==> src/rtl/wb_spi_arbiter.sv <==
// Two-master Wishbone arbiter in front of the SPI bridge slave: round-robin, grant held per CYC.
// Latency: grant registered one edge after CYC; slave-side routing and ACK are combinational.
// Backpressure: slave stalls pass straight through; a watchdog aborts an unacknowledged STB with ERR.
module wb_spi_arbiter #(
  parameter int TIMEOUT = 255,
  parameter int TO_W    = 8
) (
  input  logic        CLK_I,
  input  logic        RST_I,
  input  logic [7:0]  M0_ADR_I,
  input  logic [31:0] M0_DAT_I,
  input  logic        M0_WE_I,
  input  logic        M0_CYC_I,
  input  logic        M0_STB_I,
  output logic [31:0] M0_DAT_O,
  output logic        M0_ACK_O,
  output logic        M0_ERR_O,
  input  logic [7:0]  M1_ADR_I,
  input  logic [31:0] M1_DAT_I,
  input  logic        M1_WE_I,
  input  logic        M1_CYC_I,
  input  logic        M1_STB_I,
  output logic [31:0] M1_DAT_O,
  output logic        M1_ACK_O,
  output logic        M1_ERR_O,
  output logic [7:0]  S_ADR_O,
  output logic [31:0] S_DAT_O,
  output logic        S_WE_O,
  output logic        S_CYC_O,
  output logic        S_STB_O,
  input  logic [31:0] S_DAT_I,
  input  logic        S_ACK_I,
  output logic [1:0]  GNT_O
);

  typedef enum logic [1:0] {ST_IDLE, ST_OWN0, ST_OWN1} state_t;

  // Watchdog compare value; a zero TIMEOUT disables the watchdog entirely.
  localparam bit            WD_EN     = (TIMEOUT != 0);
  localparam int            TO_LAST_I = (TIMEOUT > 0) ? TIMEOUT - 1 : 0;
  localparam logic [TO_W-1:0] TO_LAST = TO_W'(TO_LAST_I);

  state_t          r_state;
  state_t          w_state_nxt;
  logic            r_ptr;
  logic            w_ptr_nxt;
  logic [TO_W-1:0] r_to_cnt;
  logic [TO_W-1:0] w_cnt_nxt;
  logic            r_abort;
  logic            w_abort_nxt;
  logic            w_sel0;
  logic            w_sel1;
  logic            w_own_stb;

  // State, preference pointer, watchdog counter and abort flag registers.
  always_ff @(posedge CLK_I or posedge RST_I) begin
    if (RST_I) begin
      r_state  <= ST_IDLE;
      r_ptr    <= 1'b0;
      r_to_cnt <= '0;
      r_abort  <= 1'b0;
    end else begin
      r_state  <= w_state_nxt;
      r_ptr    <= w_ptr_nxt;
      r_to_cnt <= w_cnt_nxt;
      r_abort  <= w_abort_nxt;
    end
  end

  // Round-robin arbitration: release hands over directly when the other master waits.
  always_comb begin
    w_state_nxt = r_state;
    w_ptr_nxt   = r_ptr;
    case (r_state)
      ST_IDLE: begin
        if (M0_CYC_I && M1_CYC_I) w_state_nxt = r_ptr ? ST_OWN1 : ST_OWN0;
        else if (M0_CYC_I)        w_state_nxt = ST_OWN0;
        else if (M1_CYC_I)        w_state_nxt = ST_OWN1;
      end
      ST_OWN0: begin
        if (!M0_CYC_I) begin
          w_ptr_nxt   = 1'b1;
          w_state_nxt = M1_CYC_I ? ST_OWN1 : ST_IDLE;
        end
      end
      ST_OWN1: begin
        if (!M1_CYC_I) begin
          w_ptr_nxt   = 1'b0;
          w_state_nxt = M0_CYC_I ? ST_OWN0 : ST_IDLE;
        end
      end
      default: w_state_nxt = ST_IDLE;
    endcase
  end

  // Owner decode and the owner's strobe, shared by routing and the watchdog.
  always_comb begin
    w_sel0    = (r_state == ST_OWN0);
    w_sel1    = (r_state == ST_OWN1);
    w_own_stb = (w_sel0 & M0_STB_I) | (w_sel1 & M1_STB_I);
  end

  // Watchdog: count stalled strobe cycles; any handover, ACK or idle strobe restarts it.
  always_comb begin
    w_cnt_nxt   = '0;
    w_abort_nxt = 1'b0;
    if (WD_EN && (r_state != ST_IDLE) && (w_state_nxt == r_state) &&
        !r_abort && w_own_stb && !S_ACK_I) begin
      if (r_to_cnt == TO_LAST) w_abort_nxt = 1'b1;
      else                     w_cnt_nxt   = r_to_cnt + TO_W'(1);
    end
  end

  // Slave-side routing from the current owner; all zero when idle, strobe masked on abort.
  always_comb begin
    S_ADR_O = '0;
    S_DAT_O = '0;
    S_WE_O  = 1'b0;
    S_CYC_O = 1'b0;
    if (w_sel0) begin
      S_ADR_O = M0_ADR_I;
      S_DAT_O = M0_DAT_I;
      S_WE_O  = M0_WE_I;
      S_CYC_O = M0_CYC_I;
    end else if (w_sel1) begin
      S_ADR_O = M1_ADR_I;
      S_DAT_O = M1_DAT_I;
      S_WE_O  = M1_WE_I;
      S_CYC_O = M1_CYC_I;
    end
    S_STB_O = w_own_stb & ~r_abort;
  end

  // Master-side responses: ACK/ERR only to the owner, read data broadcast.
  always_comb begin
    M0_DAT_O = S_DAT_I;
    M1_DAT_O = S_DAT_I;
    M0_ACK_O = S_ACK_I & M0_STB_I & w_sel0 & ~r_abort;
    M1_ACK_O = S_ACK_I & M1_STB_I & w_sel1 & ~r_abort;
    M0_ERR_O = r_abort & w_sel0;
    M1_ERR_O = r_abort & w_sel1;
    GNT_O    = {w_sel1, w_sel0};
  end

endmodule

==> config.mk <==
export PLATFORM = sky130hd
export DESIGN_NAME = wb_spi_arbiter
export DESIGN_NICKNAME = d
export VERILOG_FILES = /design/src/rtl/wb_spi_arbiter.sv
export SDC_FILE = /design/constraint.sdc
export NUM_CORES = 1
export LEC_CHECK = 0
export ABC_CLOCK_PERIOD_IN_PS = 1400
export BUFFER_PORTS_ARGS = -buffer_cell sky130_fd_sc_hd__buf_2
export CAP_MARGIN = 20
export CORE_AREA = 5 5 88 90
export CTS_CLUSTER_SIZE = 40
export DETAILED_ROUTE_END_ITERATION = 16
export DIE_AREA = 0 0 93 95
export GPL_TIMING_DRIVEN = 0
export MAX_ROUTING_LAYER = met4
export PLACE_DENSITY_LB_ADDON = 0.15
export SETUP_SLACK_MARGIN = 0.02
export SYNTH_ARGS = -nofsm -noshare
export SYNTH_HDL_FRONTEND = slang
export SYNTH_SLANG_ARGS = --single-unit
==> constraint.sdc <==
create_clock -name CLK_I -period 1.4 [get_ports CLK_I]
set_input_delay 0.07 -clock CLK_I [delete_from_list [all_inputs] [get_ports CLK_I]]
set_output_delay 0.07 -clock CLK_I [all_outputs]
set_load 0.05 [all_outputs]
==> results of run 1 <==
==> through the flow <==
| stage | setup TNS [ns] | setup slack, ns | hold WS (ns) | power, mW |
|---|---|---|---|---|
| floorplan | 0 | 0.04210 | -0.06530 | 2.559 |
| global placement | -9.741 | -0.2658 | 0.1019 | 3.182 |
| detailed placement | -11.35 | -0.3026 | 0.1055 | 3.190 |
| CTS | -8.535 | -0.2132 | 0.1261 | 4.470 |
| global route | -11.56 | -0.2631 | 0.1526 | 4.855 |
| finish | -8.237 | -0.2007 | 0.1337 | 4.663 |
==> path summary, 6_finish.rpt <==
path,to,slack (ns),cells after the start
min,r_state[0]$_DFF_PP0_,0.13,2
max reg2reg,r_to_cnt[5]$_DFF_PP0_,-0.08,6
max in group asynchronous,r_state[1]$_DFF_PP0_,0.71,3
min reg2reg,r_to_cnt[0]$_DFF_PP0_,0.55,1
min in group asynchronous,r_to_cnt[3]$_DFF_PP0_,0.38,3
max,M0_ACK_O,-0.20,5
==> cells in the mapped netlist, drive strengths merged (2+ instances only) <==
library cell / number
o21ai: 4
a22o: 42
or3: 2
dfrtp: 12
nand3: 3
ha: 2
o22ai: 3
nor2b: 3
a211oi: 2
and2: 4
nand2: 3
a21oi: 2
nor3: 6
inv: 5
xor2: 2
nor2: 3
nor4bb: 2
and4bb: 2
buf: 77
and3: 2
==> report_power, final <==
part	switching, mW	internal, mW	leakage (nW)	total, mW
registers	0.0205	0.376	0.162	0.397
clock network	0.122	0.189	0.0216	0.311
logic	2.24	1.72	1.87	3.95
total	2.38	2.28	2.05	4.66
==> per-layer routing <==
| metal | GRT usage | routed length, µm | up-vias |
|---|---|---|---|
| met4 | 0.02930 | 101 | 0 |
| met1 | 0.1867 | 3061 | 1056 |
| met3 | 0.08606 | 1056 | 9 |
| met2 | 0.2981 | 4501 | 115 |
| li1 | - | - | 1080 |
| met5 | - | 0 | - |
==> kinds of logic (layout without fill, tap and decap cells) <==
group | Yosys count | count (layout) | synth area share
compound gates | 54 | 55 | 0.2800
xor+xnor | 3 | 3 | 0.01638
fa+ha+maj | 2 | 2 | 0.01560
buf+inv | 82 | 311 | 0.3549
flops | 12 | 12 | 0.1872
simple gates | 34 | 35 | 0.1459
==> final cells by class <==
class                           count  area share
Timing Repair Buffer              227      0.4497
Inverter                            5    0.005609
Clock buffer                        3     0.01089
Tap cell                           82     0.02705
Sequential cell                    12     0.07918
Buffer                             76      0.1623
Multi-Input combinational cell     95      0.2653
==> timing repair <==
| action | CTS | global route |
|---|---|---|
| hold buffers | 1 | 0 |
| pin swaps | 8 | 6 |
| endpoints found under the setup margin | 57 | 58 |
| gates resized for setup | 170 | 31 |
| setup buffers | 13 | 9 |
| hold endpoints to repair | 12 | 0 |
| cloned | 5 | 1 |
==> registers in the layout, indices dropped and copies added, names as in the netlist <==
register and flops:
r_abort 1, r_ptr 1, r_state 2, r_to_cnt 8
==> critical path: stages, from the launching register on <==
cell and delay (ns):
dfrtp_1 0.38, buf_6 0.14, nor2b_4 0.24, buf_6 0.18, and3_2 0.21, buf_8 0.14
==> out/results.ini, run 1 <==
[timing]
max_freq_ghz = 0.6247
period_needed_ns = 1.601
hold_violations = 0
finalMaxSlewViolations = 0
tightest_slew_ns = 0.4616
setup_violations = 57
relSlewSlack = 0.6920
rsz0062_at_grt = true
period_share = 1.143
fin_ws_ns = -0.2007
clock_skew_ns = 0.001290

[clocking]
cts_sinks = 12
root_buffer = clkbuf_8
cts_tree = done
cts_buffers = 3
htree_levels = 1
clk_latency_ns = 0.24
clkTransAtPathRegs_ns = 0.05
clock_path_buffers = 2

[finish]
multi_input_area_um2 = 1006
n_fill_cell = 609
stdcell_count = 500
layout_commonest_cell = buf_2
fin_util = 0.5432
drive_above_1_share = 0.8828
insertedDiodeCount = 0
fin_area_um2 = 3792
register_area_um2 = 300.3
synthToLayoutAreaGrowth_pct = 136.4
mostFrequentLayoutCells = buf_2 (153), buf_4 (80), buf_8 (34)
finish.net_count = 543

[logic_synthesis]
synth_top_cells_by_area = buf_4 (31%), a22o_1 (23%), dfrtp_1 (19%), buf_2 (3.4%), and2_1 (1.6%)
ys_warn_count = 0
synth.distinct_cells = 31
ys.flop_type = dfrtp_1
synthCells = 187
ys_seq_elements = 12
avgSynthCellArea_um2 = 8.578
syn_nets = 310
syn-cell-area_um2 = 1604
async_reset_ff_frac = 1.000
ys_seq_area_frac = 0.1872
synth_edf_count = 0
synth_top_cell_area_share = 0.3089
synth_top_area_cell = buf_4

[die]
core_area_um2 = 6982
pin_count = 234
initial_utilization = 0.2297
row_count = 31
chipWidth_um = 93
dieArea_um2 = 8835
die_h_um = 95

[placement]
gp_routability_congestion = 0.7648
placed_area_um2 = 2764
dp.cells = 470
post-dp-hpwl_um = 6588
io_buffers = 201

[power_and_ir_drop]
static-leakage-power_nw = 2.052
peakVddDrop_mv = 0.3949
power_density_nw_per_um2 = 1230

[grt]
grt_max_degree = 13
grt_pass1_wl_um = 11890
antenna_found_initial = 0
gr-total-overflow = 0
grt_pass1_vias = 2297
grt_use_total = 0.1748

[run_status]
outcome = complete, but fails checks
failed_checks = setup timing

[worst_setup_path]
worst-path-max-fanout = 10
cp.arrival_ns = 1.53
startpoint = r_state[1]$_DFF_PP0_
crit_path_end_kind = primary output
crit_type = register to primary output
r2r_start = r_state[1]$_DFF_PP0_
worstSetupStartpointType = register
worstPathRequired_ns = 1.33

[route]
ant_nets = 0
routed_wirelength_um = 8720
vias = 2260
drc_errors = 0
drt-wirelength-per-cell_um = 17.44
drt_iter0_drc = 45
first_pass_iters = 4
viasPerCell = 4.520

[hold_path]
hold_path.startpoint = M0_CYC_I
hp-class = input port to register

[run]
max-cap-violations = 0

(Power assumes the default switching activity.)
==> run 2: changes to the inputs <==
RECOVER_POWER = 100   (was not set)
==> out/results.ini, run 2 (same netlist as run 1, synthesis figures left out) <==
[clocking]
cts_sinks = 12  ; unchanged
cts_buffers = 3  ; unchanged
clock_path_buffers = 2  ; unchanged
clk_latency_ns = 0.24  ; about the same
clkTransAtPathRegs_ns = 0.05  ; about the same
cts_tree = done
htree_levels = 1  ; unchanged
root_buffer = clkbuf_8

[die]
initial_utilization = 0.2297  ; unchanged
core_area_um2 = 6982  ; unchanged
chipWidth_um = 93  ; unchanged
die_h_um = 95  ; unchanged
pin_count = 234  ; unchanged
row_count = 31  ; unchanged
dieArea_um2 = 8835  ; unchanged

[route]
ant_nets = 0  ; unchanged
drc_errors = 0  ; unchanged
vias = 2262  ; +0.088%
drt-wirelength-per-cell_um = 17.58  ; +0.80%
routed_wirelength_um = 8790  ; +0.80%
viasPerCell = 4.524  ; about the same
first_pass_iters = 4  ; unchanged
drt_iter0_drc = 33  ; -27%

[power_and_ir_drop]
power_frac_comb = 0.847  ; about the same
power.internal_mw = 2.246  ; -1.6%
peakVddDrop_mv = 0.3832  ; -3.0%
switching_power_mw = 2.387  ; +0.26%
power_density_nw_per_um2 = 1250  ; +1.6%
clkPwrFrac = 0.067  ; about the same
static-leakage-power_nw = 1.868  ; -9.0%
seq_power_share = 0.086  ; about the same
p_sw_frac = 0.5153  ; +0.004629

[grt]
grt_max_degree = 13  ; unchanged
grt_pass1_vias = 2297  ; unchanged
grt_use_total = 0.1748  ; unchanged
antenna_found_initial = 0  ; unchanged
gr-total-overflow = 0  ; unchanged
grt_use_met2 = 0.2981  ; unchanged
grt_util_met1 = 0.1867  ; unchanged
met3_usage = 0.08606  ; unchanged
busiest_layer = met2
grt_pass1_wl_um = 11890  ; unchanged

[finish]
n_fill_cell = 652  ; +7.1%
layout_commonest_cell = buf_2
finish.net_count = 543  ; unchanged
largest_registers = r_to_cnt (8), r_state (2)
largest_reg_flops = 8  ; unchanged
fin_area_um2 = 3707  ; -2.2%
drive_above_1_share = 0.7249  ; -0.1579
synthToLayoutAreaGrowth_pct = 131.1
insertedDiodeCount = 0  ; unchanged
mostFrequentLayoutCells = buf_2 (88), buf_4 (79), clkbuf_1 (66)
largest_register = r_to_cnt

[hold_path]
hp-class = input port to register
hold_path.startpoint = M1_CYC_I

[worst_setup_path]
startpoint = r_state[1]$_DFF_PP0_
crit_type = register to primary output
cp.arrival_ns = 1.53  ; about the same
worstPathRequired_ns = 1.33  ; about the same
worst-path-max-fanout = 6  ; -4
r2r_start = r_state[1]$_DFF_PP0_
crit_path_end_kind = primary output
worstSetupStartpointType = register

[timing]
period_needed_ns = 1.601  ; -0.00009300 ns
max_freq_ghz = 0.6248  ; about the same
finalMaxSlewViolations = 0  ; unchanged
rsz0062_at_grt = true
period_share = 1.143  ; about the same
tightest_slew_ns = 0.6585  ; +0.1969 ns
clock_skew_ns = 0.001296  ; +0.000005740 ns
fin_ws_ns = -0.2006  ; +0.00009300 ns
hold_ws_ns = 0.1362  ; +0.002474 ns
setup_violations = 58  ; +1.8%
relSlewSlack = 0.5629  ; -0.1291
hold_violations = 0  ; unchanged

[placement]
post-dp-hpwl_um = 6588  ; unchanged
io_buffers = 201  ; unchanged
placed_area_um2 = 2764  ; unchanged
gp_routability_congestion = 0.7648  ; unchanged

[run_status]
outcome = complete, but fails checks
failed_checks = setup timing

[run]
max-cap-violations = 0  ; unchanged

-- run 2: per-layer routing --
metal | vias to the layer above | part of all wire
met1 | 1058 | 0.36
met5 | - | 0
li1 | 1080 | -
met3 | 9 | 0.12
met2 | 115 | 0.51
met4 | 0 | 0.011
-- run 2: what timing repair did --
item / in CTS / in global routing
cloned: 5 / 1
resized for setup: 170 / 31
hold endpoints to repair: 12 / 0
pin swaps: 8 / 6
endpoints found under the setup margin: 57 / 58
buffers inserted: 13 / 9
hold buffers: 1 / 0
-- run 2: cell type report --
| cell class | count | area [µm²] | share of cell area |
|---|---|---|---|
| inverter | 5 | 21.27 | 0.005737 |
| timing repair buffer | 227 | 1620 | 0.4371 |
| clock buffer | 3 | 41.29 | 0.01114 |
| multi-input combinational | 95 | 1006 | 0.2713 |
| tap | 82 | 102.6 | 0.02767 |
| sequential | 12 | 300.3 | 0.08100 |
| buffer | 76 | 615.6 | 0.1660 |
-- run 2: metrics by stage --
step	instances	setup TNS (ns)	setup WS, ns	utilization	power (mW)
after floorplan	187	0	0.04210	-	2.559
after global placement	470	-9.741	-0.2658	0.3959	3.182
after detailed placement	470	-11.35	-0.3026	0.3959	3.190
after CTS	491	-8.535	-0.2132	0.5075	4.470
after global routing	500	-12.33	-0.2637	0.5310	4.822
final	500	-8.603	-0.2006	0.5310	4.633
-- run 2: path summary, 6_finish.rpt --
check	endpoint	slack (ns)	cells after the start
setup / recovery	S_DAT_O[28]	-0.20	7
min in group asynchronous	r_to_cnt[3]$_DFF_PP0_	0.38	3
setup reg to reg	r_to_cnt[5]$_DFF_PP0_	-0.14	6
max in group asynchronous	r_state[1]$_DFF_PP0_	0.71	3
hold / removal	r_state[1]$_DFF_PP0_	0.14	2
hold reg to reg	r_to_cnt[0]$_DFF_PP0_	0.55	1
-- run 2: power groups by stage --
| stage | logic, mW | registers (mW) | clock network, mW |
|---|---|---|---|
| after floorplan | 2.17 | 0.394 | 0 |
| after global placement | 2.78 | 0.397 | 0 |
| after detailed placement | 2.79 | 0.396 | 0 |
| after CTS | 3.76 | 0.394 | 0.319 |
| after global routing | 4.09 | 0.399 | 0.335 |
| final | 3.92 | 0.397 | 0.311 |
-- run 2: critical path: stages (launching register included) --
cell	delay, ns
dfrtp_1	0.38
buf_6	0.14
inv_4	0.06
nor2_4	0.04
buf_6	0.13
clkbuf_16	0.15
a22o_4	0.22
buf_8	0.15
